## config.mk

```make
export PLATFORM = sky130hd
export DESIGN_NAME = bus_master
export DESIGN_NICKNAME = d
export VERILOG_FILES = /design/src/rtl/bus_master.sv
export SDC_FILE = /design/constraint.sdc
export NUM_CORES = 1
export LEC_CHECK = 0
export ABC_AREA = 1
export CAP_MARGIN = 25
export CORE_MARGIN = 2
export CORE_UTILIZATION = 38
export DETAILED_ROUTE_END_ITERATION = 10
export PLACE_DENSITY = 0.82
export SYNTH_ARGS = -nofsm -noshare
export SYNTH_HDL_FRONTEND = slang
export SYNTH_SLANG_ARGS = --single-unit
```

## constraint.sdc

```tcl
create_clock -name clk -period 2 [get_ports clk]
set_input_delay 0.2 -clock clk [delete_from_list [all_inputs] [get_ports clk]]
set_output_delay 0.2 -clock clk [all_outputs]
set_load 0.1 [all_outputs]
```

## src/rtl/bus_master.sv

```systemverilog
// bus_master: burst bus master with a single-request arbiter handshake.
// Accepts a read or write burst command in IDLE, requests the bus, issues
// one beat per granted cycle at consecutive (wrapping) addresses, and returns
// read words two cycles after their address beat, strictly in address order.
module bus_master (
    input  logic        clk,
    input  logic        reset,
    input  logic        start,
    input  logic        op_wr,
    input  logic [15:0] op_addr,
    input  logic [7:0]  op_len,
    input  logic [63:0] wd_data,
    output logic        wd_pop,
    output logic        rd_valid,
    output logic [63:0] rd_data,
    output logic        busy,
    output logic        done,
    output logic        m_req,
    input  logic        m_grant,
    output logic        m_wr,
    output logic [15:0] m_addr,
    output logic [63:0] m_dout,
    input  logic [63:0] m_din
);

    typedef enum logic [2:0] {
        S_IDLE,
        S_REQ,
        S_XFER,
        S_DRAIN,
        S_DONE
    } state_t;

    state_t      r_state;

    // Command fields, held for the whole burst so op_* may change freely.
    logic        r_wr;
    logic [7:0]  r_len;

    // r_addr always holds the address of the next beat to issue; r_idx is
    // the number of beats already issued.
    logic [15:0] r_addr;
    logic [7:0]  r_idx;

    // Registered status outputs.
    logic        r_busy;
    logic        r_done;
    logic        r_req;

    // Read return pipeline.
    logic        r_rd_flag;
    logic        r_rd_valid;
    logic [63:0] r_rd_data;

    logic        w_beat;
    logic        w_last;

    // A beat is issued exactly when we own the transfer phase and the
    // arbiter grants in that same cycle.
    assign w_beat = (r_state == S_XFER) && m_grant;
    assign w_last = (r_idx == (r_len - 8'd1));

    // Bus pins: driven only during an issued beat, zero otherwise.
    // NOTE: every signal written in always_comb gets a default first, so no
    // path through the block can leave it unassigned and infer a latch.
    always_comb begin
        m_wr   = 1'b0;
        m_addr = 16'h0000;
        m_dout = 64'h0;
        wd_pop = 1'b0;
        if (w_beat) begin
            m_wr   = r_wr;
            m_addr = r_addr;
            wd_pop = r_wr;
            if (r_wr) begin
                m_dout = wd_data;
            end
        end
    end

    // Command FSM: sequencing, beat bookkeeping and registered status.
    // NOTE: state is updated with non-blocking assignments so every register
    // in the block sees the pre-edge values, independent of statement order.
    always_ff @(posedge clk) begin
        if (reset) begin
            r_state <= S_IDLE;
            r_wr    <= 1'b0;
            r_len   <= 8'd0;
            r_addr  <= 16'h0000;
            r_idx   <= 8'd0;
            r_busy  <= 1'b0;
            r_done  <= 1'b0;
            r_req   <= 1'b0;
        end else begin
            r_done <= 1'b0;
            case (r_state)
                S_IDLE: begin
                    if (start) begin
                        r_wr   <= op_wr;
                        r_addr <= op_addr;
                        r_len  <= op_len;
                        r_idx  <= 8'd0;
                        r_busy <= 1'b1;
                        if (op_len == 8'd0) begin
                            // Empty burst: straight to completion, no bus traffic.
                            r_state <= S_DONE;
                            r_done  <= 1'b1;
                        end else begin
                            r_state <= S_REQ;
                            r_req   <= 1'b1;
                        end
                    end
                end

                S_REQ: begin
                    if (m_grant) begin
                        r_state <= S_XFER;
                    end
                end

                S_XFER: begin
                    if (m_grant) begin
                        r_addr <= r_addr + 16'd1;
                        r_idx  <= r_idx + 8'd1;
                        if (w_last) begin
                            r_req <= 1'b0;
                            if (r_wr) begin
                                r_state <= S_DONE;
                                r_done  <= 1'b1;
                            end else begin
                                // The last read word is still in flight.
                                r_state <= S_DRAIN;
                            end
                        end
                    end
                end

                S_DRAIN: begin
                    r_state <= S_DONE;
                    r_done  <= 1'b1;
                end

                S_DONE: begin
                    r_state <= S_IDLE;
                    r_busy  <= 1'b0;
                end

                default: begin
                    r_state <= S_IDLE;
                    r_busy  <= 1'b0;
                    r_req   <= 1'b0;
                end
            endcase
        end
    end

    // Read return: flag a read beat, capture m_din one cycle later, then
    // present it with rd_valid the cycle after that.
    always_ff @(posedge clk) begin
        if (reset) begin
            r_rd_flag  <= 1'b0;
            r_rd_valid <= 1'b0;
            r_rd_data  <= 64'h0;
        end else begin
            r_rd_flag  <= w_beat && !r_wr;
            r_rd_valid <= r_rd_flag;
            if (r_rd_flag) begin
                r_rd_data <= m_din;
            end
        end
    end

    assign busy     = r_busy;
    assign done     = r_done;
    assign m_req    = r_req;
    assign rd_valid = r_rd_valid;
    assign rd_data  = r_rd_data;

endmodule

```

; ---- Word-level counts from Yosys, hierarchy flattened
; Cells that the tools add are included.
[op_classes]
addsub = 3
n_eq_ne = 10
mux = 30
n_bitwise = 2
n_reduce_logical = 13
[ops]
columns = op, n
row1 = $mux W64, 2
row2 = $mux W16, 3
row3 = $pmux W16 S2, 1
row4 = $mux W3, 6
row5 = $add A16 B1 Y16 const B, 1
row6 = $mux W8, 2
row7 = $pmux W8 S2, 1
row8 = $pmux W3 S4, 1
row9 = $mux W1, 11
row10 = $ne A2 B2 Y1 const B, 5
row11 = $add A8 B1 Y8 const B, 1
row12 = $eq A8 B8 Y1, 1
row13 = $logic_not A8 Y1, 1
row14 = $sub A8 B1 Y8 const B, 1
row15 = $eq A3 B2 Y1 const B, 2
row16 = $pmux W1 S3, 2
row17 = $reduce_or A3 Y1, 2
row18 = $reduce_and A5 Y1, 1
row19 = $reduce_and A2 Y1, 2
row20 = $reduce_and A4 Y1, 1
row21 = $eq A3 B1 Y1 const B, 1
row22 = $eq A3 B3 Y1 const B, 1
row23 = $logic_not A3 Y1, 1
row24 = $reduce_and A3 Y1, 1
row25 = 5 further kinds, 7
[totals]
reg_bits = 105
input_bits = 157
out_inout_bits = 150

; ---- Longest topological paths before layout
[depth]
depth_word = 5
depth_mapped = 13
ltp_nobuf = 13

; ---- Worst setup path after synthesis
; OpenSTA, ideal clock, no wires.
[synth_timing]
kind = reg2out
start = register r_state[2]
end = output wd_pop
arrival_time_ns = 2.752
path_slack_ns = -0.952
path_stages_with_launch = 6
path_buffers = 2
cell_sequence = dfxtp_1 -> nor3_4 -> nand2_1 -> clkbuf_1 -> nor2_1 -> buf_4
[synth_via]
elab_chain_len = 3
[synth_rtl]
columns = item, line
row1 = start: declaration, 34  ; state_t r_state;
row2 = start signal: assignment, 86  ; r_state <= S_IDLE;
row3 = start signal: assignment, 106  ; r_state <= S_DONE;
row4 = start signal: assignment, 109  ; r_state <= S_REQ;
row5 = $eq A3 B2 Y1, 60  ; assign w_beat = (r_state == S_XFER) && m_grant;
row6 = $logic_and A1 B1 Y1, 60
row7 = $mux W1, -
row8 = end: declaration, 13  ; output logic wd_pop,
; No other way between the ends.

; ---- Final worst setup path
[layout_timing]
start = register r_state[2]
end = output m_dout[40]
[layout_via]
elab_chain_len = 3
[layout_rtl]
columns = item, line
row1 = $eq A3 B2 Y1, 60
row2 = $logic_and A1 B1 Y1, 60
row3 = $mux W64, 71  ; if (w_beat) begin
row4 = end: declaration, 22  ; output logic [63:0] m_dout,
; No other way between the ends.

==> flow_summary.ini <==
[detailed_routing]
via_per_inst = 4.98
drt-initial-drc-count = 502
remaining_drc_errors = 0
num_vias = 6318
post_drt_wl_per_cell_um = 16.5
dr.pass1.iters = 5
routed_wl_mm = 21.0
ant_nets = 0

[setup_path]
slowest_delay_ns = 0.36
worstSetupStartpointType = flop
critPathMaxFanout = 37
crit_path_end_kind = output pin
worst-path-buf-inv = 2
cp_top_family = simple AND/OR/NAND/NOR gates
required_ns = 1.80
crit_chain = nor3_4 > nand2_4 > buf_16 > nor2_1 > buf_12
worst_path_max_delay_cell = dfxtp_1
cp.arrival_ns = 1.75
worst-setup-path-type = reg2out

[logic_synthesis]
ys_ff_latch = 105
synth-warning-count = 0
synth.avg_cell_area_sq_um = 6.42
synth_edf_count = 0
syn-num-nets = 955
syn_area_sq_mm = 0.00510
async_reset_ff_share_pct = 0
synth_cells = 795
ys.flop_type = dfxtp_1
ys_types = 38
seq_area_frac_synth_pct = 41.2

[global_route]
grt_pass1_vias = 6229
antenna_found_initial = 0
grt_pass1_wl_mm = 32.7
grt_usage_pct = 28.8
gr-total-overflow = 0
grt_max_degree = 66

[min_path]
hp-class = in2reg

[cts]
clockRootBuffer = clkbuf_16
path_clk_slew_ns = 0.07
clk_latency_ns = 0.35
clk_path_buf_depth = 2
cts.sinks = 105
tritoncts = yes
numCtsBuffers = 9
htree_levels = 3

[power_and_ir_drop]
p_int_mw = 5.02
switching_power_mw = 4.40
sw_frac_of_total_pct = 46.7
clockPowerShare_pct = 20.3
p_per_area_mw_per_mm2 = 969
p_leak_nw = 4.00
combinationalPowerShare_pct = 49.9
seq_power_share_pct = 29.8
worst_ir_drop_vdd_mv = 0.707

[timing]
clock.fmax_ghz = 0.513
rsz0062_at_grt = yes
period_minus_slack_ns = 1.95
fin_skew_ns = 0.00793
maxSlewHeadroom_pct = 72.4
drv_slew = 0
worst_pin_slew_ns = 0.411
setup-violations-final = 0
hold_viol_final = 0
period_share_pct = 97.5

[placement]
place_congestion = 0.900
dpl-instance-area_sq_mm = 0.00917
dp_hpwl_mm = 16.0
placed_cells = 1248
port_buffers = 306

[floorplan]
die_width_um = 120
fp.dieArea_sq_mm = 0.0144
start_util_pct = 38.7
coreArea_sq_mm = 0.0132
rows = 42
die_y_um = 120
boundaryPins = 307

[final_layout]
fillers = 983
final_area_sq_mm = 0.00972
num-nets-final = 1248
instances_no_fill = 1269
drive_above_1_share_pct = 26.4
area_growth_pct = 90.4
n_antenna_cell = 0

[run_status]
outcome = complete, no violations

[flow_run]
maxCapViolations = 0
==> timing repair <==
action,CTS,global route
buffers inserted,0,5
gates resized for setup,8,64
hold buffers,0,0
pin swaps,0,1
endpoints found under the setup margin,16,74
gates cloned,0,0
==> routing by layer <==
| metal | track usage (%) | wire [um] |
|---|---|---|
| met5 | 0 | 0 |
| met4 | 7.94 | 536 |
| met3 | 9.13 | 1790 |
| met2 | 50.5 | 10900 |
| met1 | 33.8 | 7780 |
==> tightest hold or removal path, stage by stage <==
cell	delay [ns]
clkdlybuf4s50_1	0.40
nor2_1	0.10
nor2_1	0.05
==> kinds of logic (layout without fill, tap and decap cells) <==
| group | count (synthesis) | count (layout) | synth area share, % |
|---|---|---|---|
| AO/OA/AOI/OAI | 141 | 141 | 14.9 |
| XOR/XNOR | 8 | 8 | 1.37 |
| buffers and inverters | 106 | 404 | 7.92 |
| adder cells (fa/ha/maj) | 3 | 3 | 0.736 |
| AND/OR/NAND/NOR | 432 | 432 | 33.9 |
| flip-flops | 105 | 105 | 41.2 |
==> power groups by stage <==
| stage | combinational, mW | sequential, mW | clock [mW] |
|---|---|---|---|
| after floorplan | 2.14 | 3.72 | 0 |
| after global placement | 4.43 | 2.82 | 0 |
| after detailed placement | 4.50 | 2.83 | 0 |
| after CTS | 4.53 | 2.79 | 1.92 |
| after global routing | 5.05 | 2.86 | 2.01 |
| final | 4.70 | 2.81 | 1.91 |
==> flip-flops by register name, summed over array words and instances, names as in the netlist <==
| signal | flops |
|---|---|
| busy | 1 |
| done | 1 |
| m_req | 1 |
| r_addr | 16 |
| r_idx | 8 |
| r_len | 8 |
| r_rd_flag | 1 |
| r_state | 3 |
| r_wr | 1 |
| rd_data | 64 |
| rd_valid | 1 |
==> final timing paths <==
check	to	startpoint	depth (start not counted)	slack, ns
worst min-delay path	rd_data[36]$_SDFFE_PP0P_	m_din[36]	3	0.43
worst max register to register	r_idx[7]$_SDFFE_PP0P_	r_state[2]$_SDFFE_PP0P_	10	0.24
worst max-delay path	m_dout[40]	r_state[2]$_SDFFE_PP0P_	5	0.05
worst min register to register	busy$_SDFFE_PP0P_	busy$_SDFFE_PP0P_	2	0.49
==> synth_stat cells, types with 2 or more instances <==
| library cell | n | area (sq um) |
|---|---|---|
| a211oi_1 | 3 | 22.5 |
| a21oi_1 | 25 | 125 |
| a221oi_1 | 3 | 26.3 |
| a311oi_1 | 2 | 17.5 |
| a31oi_1 | 5 | 31.3 |
| buf_1 | 2 | 7.51 |
| buf_2 | 2 | 10.0 |
| clkbuf_1 | 43 | 161 |
| dfxtp_1 | 105 | 2100 |
| ha_1 | 3 | 37.5 |
| inv_1 | 54 | 203 |
| inv_2 | 4 | 15.0 |
| nand2_1 | 141 | 529 |
| nand2_2 | 2 | 12.5 |
| nand3_1 | 28 | 140 |
| nand4_1 | 2 | 12.5 |
| nor2_1 | 241 | 905 |
| nor2_2 | 3 | 18.8 |
| nor3_1 | 7 | 35.0 |
| o21ai_0 | 90 | 450 |
| o21ai_1 | 2 | 10.0 |
| o22ai_1 | 6 | 37.5 |
| xnor2_1 | 2 | 17.5 |
| xor2_1 | 6 | 52.6 |
==> cells in the final DEF (no fill, tap or decap), types with 25 or more instances in the layout <==
cell type	instances
nor2_1	162
clkdlybuf4s50_1	156
nand2_1	140
dfxtp_1	103
o21ai_0	90
buf_12	88
buf_4	85
nor2_2	72
inv_1	51
nand3_1	28
a21oi_1	25
==> cell type report <==
type	instances	area [sq um]	share of cell area, %
tap	176	220	2.27
inverter	58	221	2.28
multi-input combinational	584	2860	29.4
clock inverter	6	92.6	0.953
timing repair buffer	330	3990	41.1
sequential	105	2110	21.7
clock buffer	10	229	2.36
==> per-stage QoR <==
stage	hold WS, ns	setup TNS [ns]	utilization [%]	total power [mW]	setup WS (ns)
CTS	0.422	-0.154	72.1	9.25	-0.0269
global route	0.431	-0.0355	73.7	9.91	-0.0191
global placement	0.469	0	69.5	7.25	0.163
floorplan	0.278	-46.14	-	5.86	-0.653
detailed placement	0.473	0	69.5	7.33	0.135
finish	0.431	0	73.7	9.41	0.0505
Note: power is estimated with default switching activity, not from simulation.
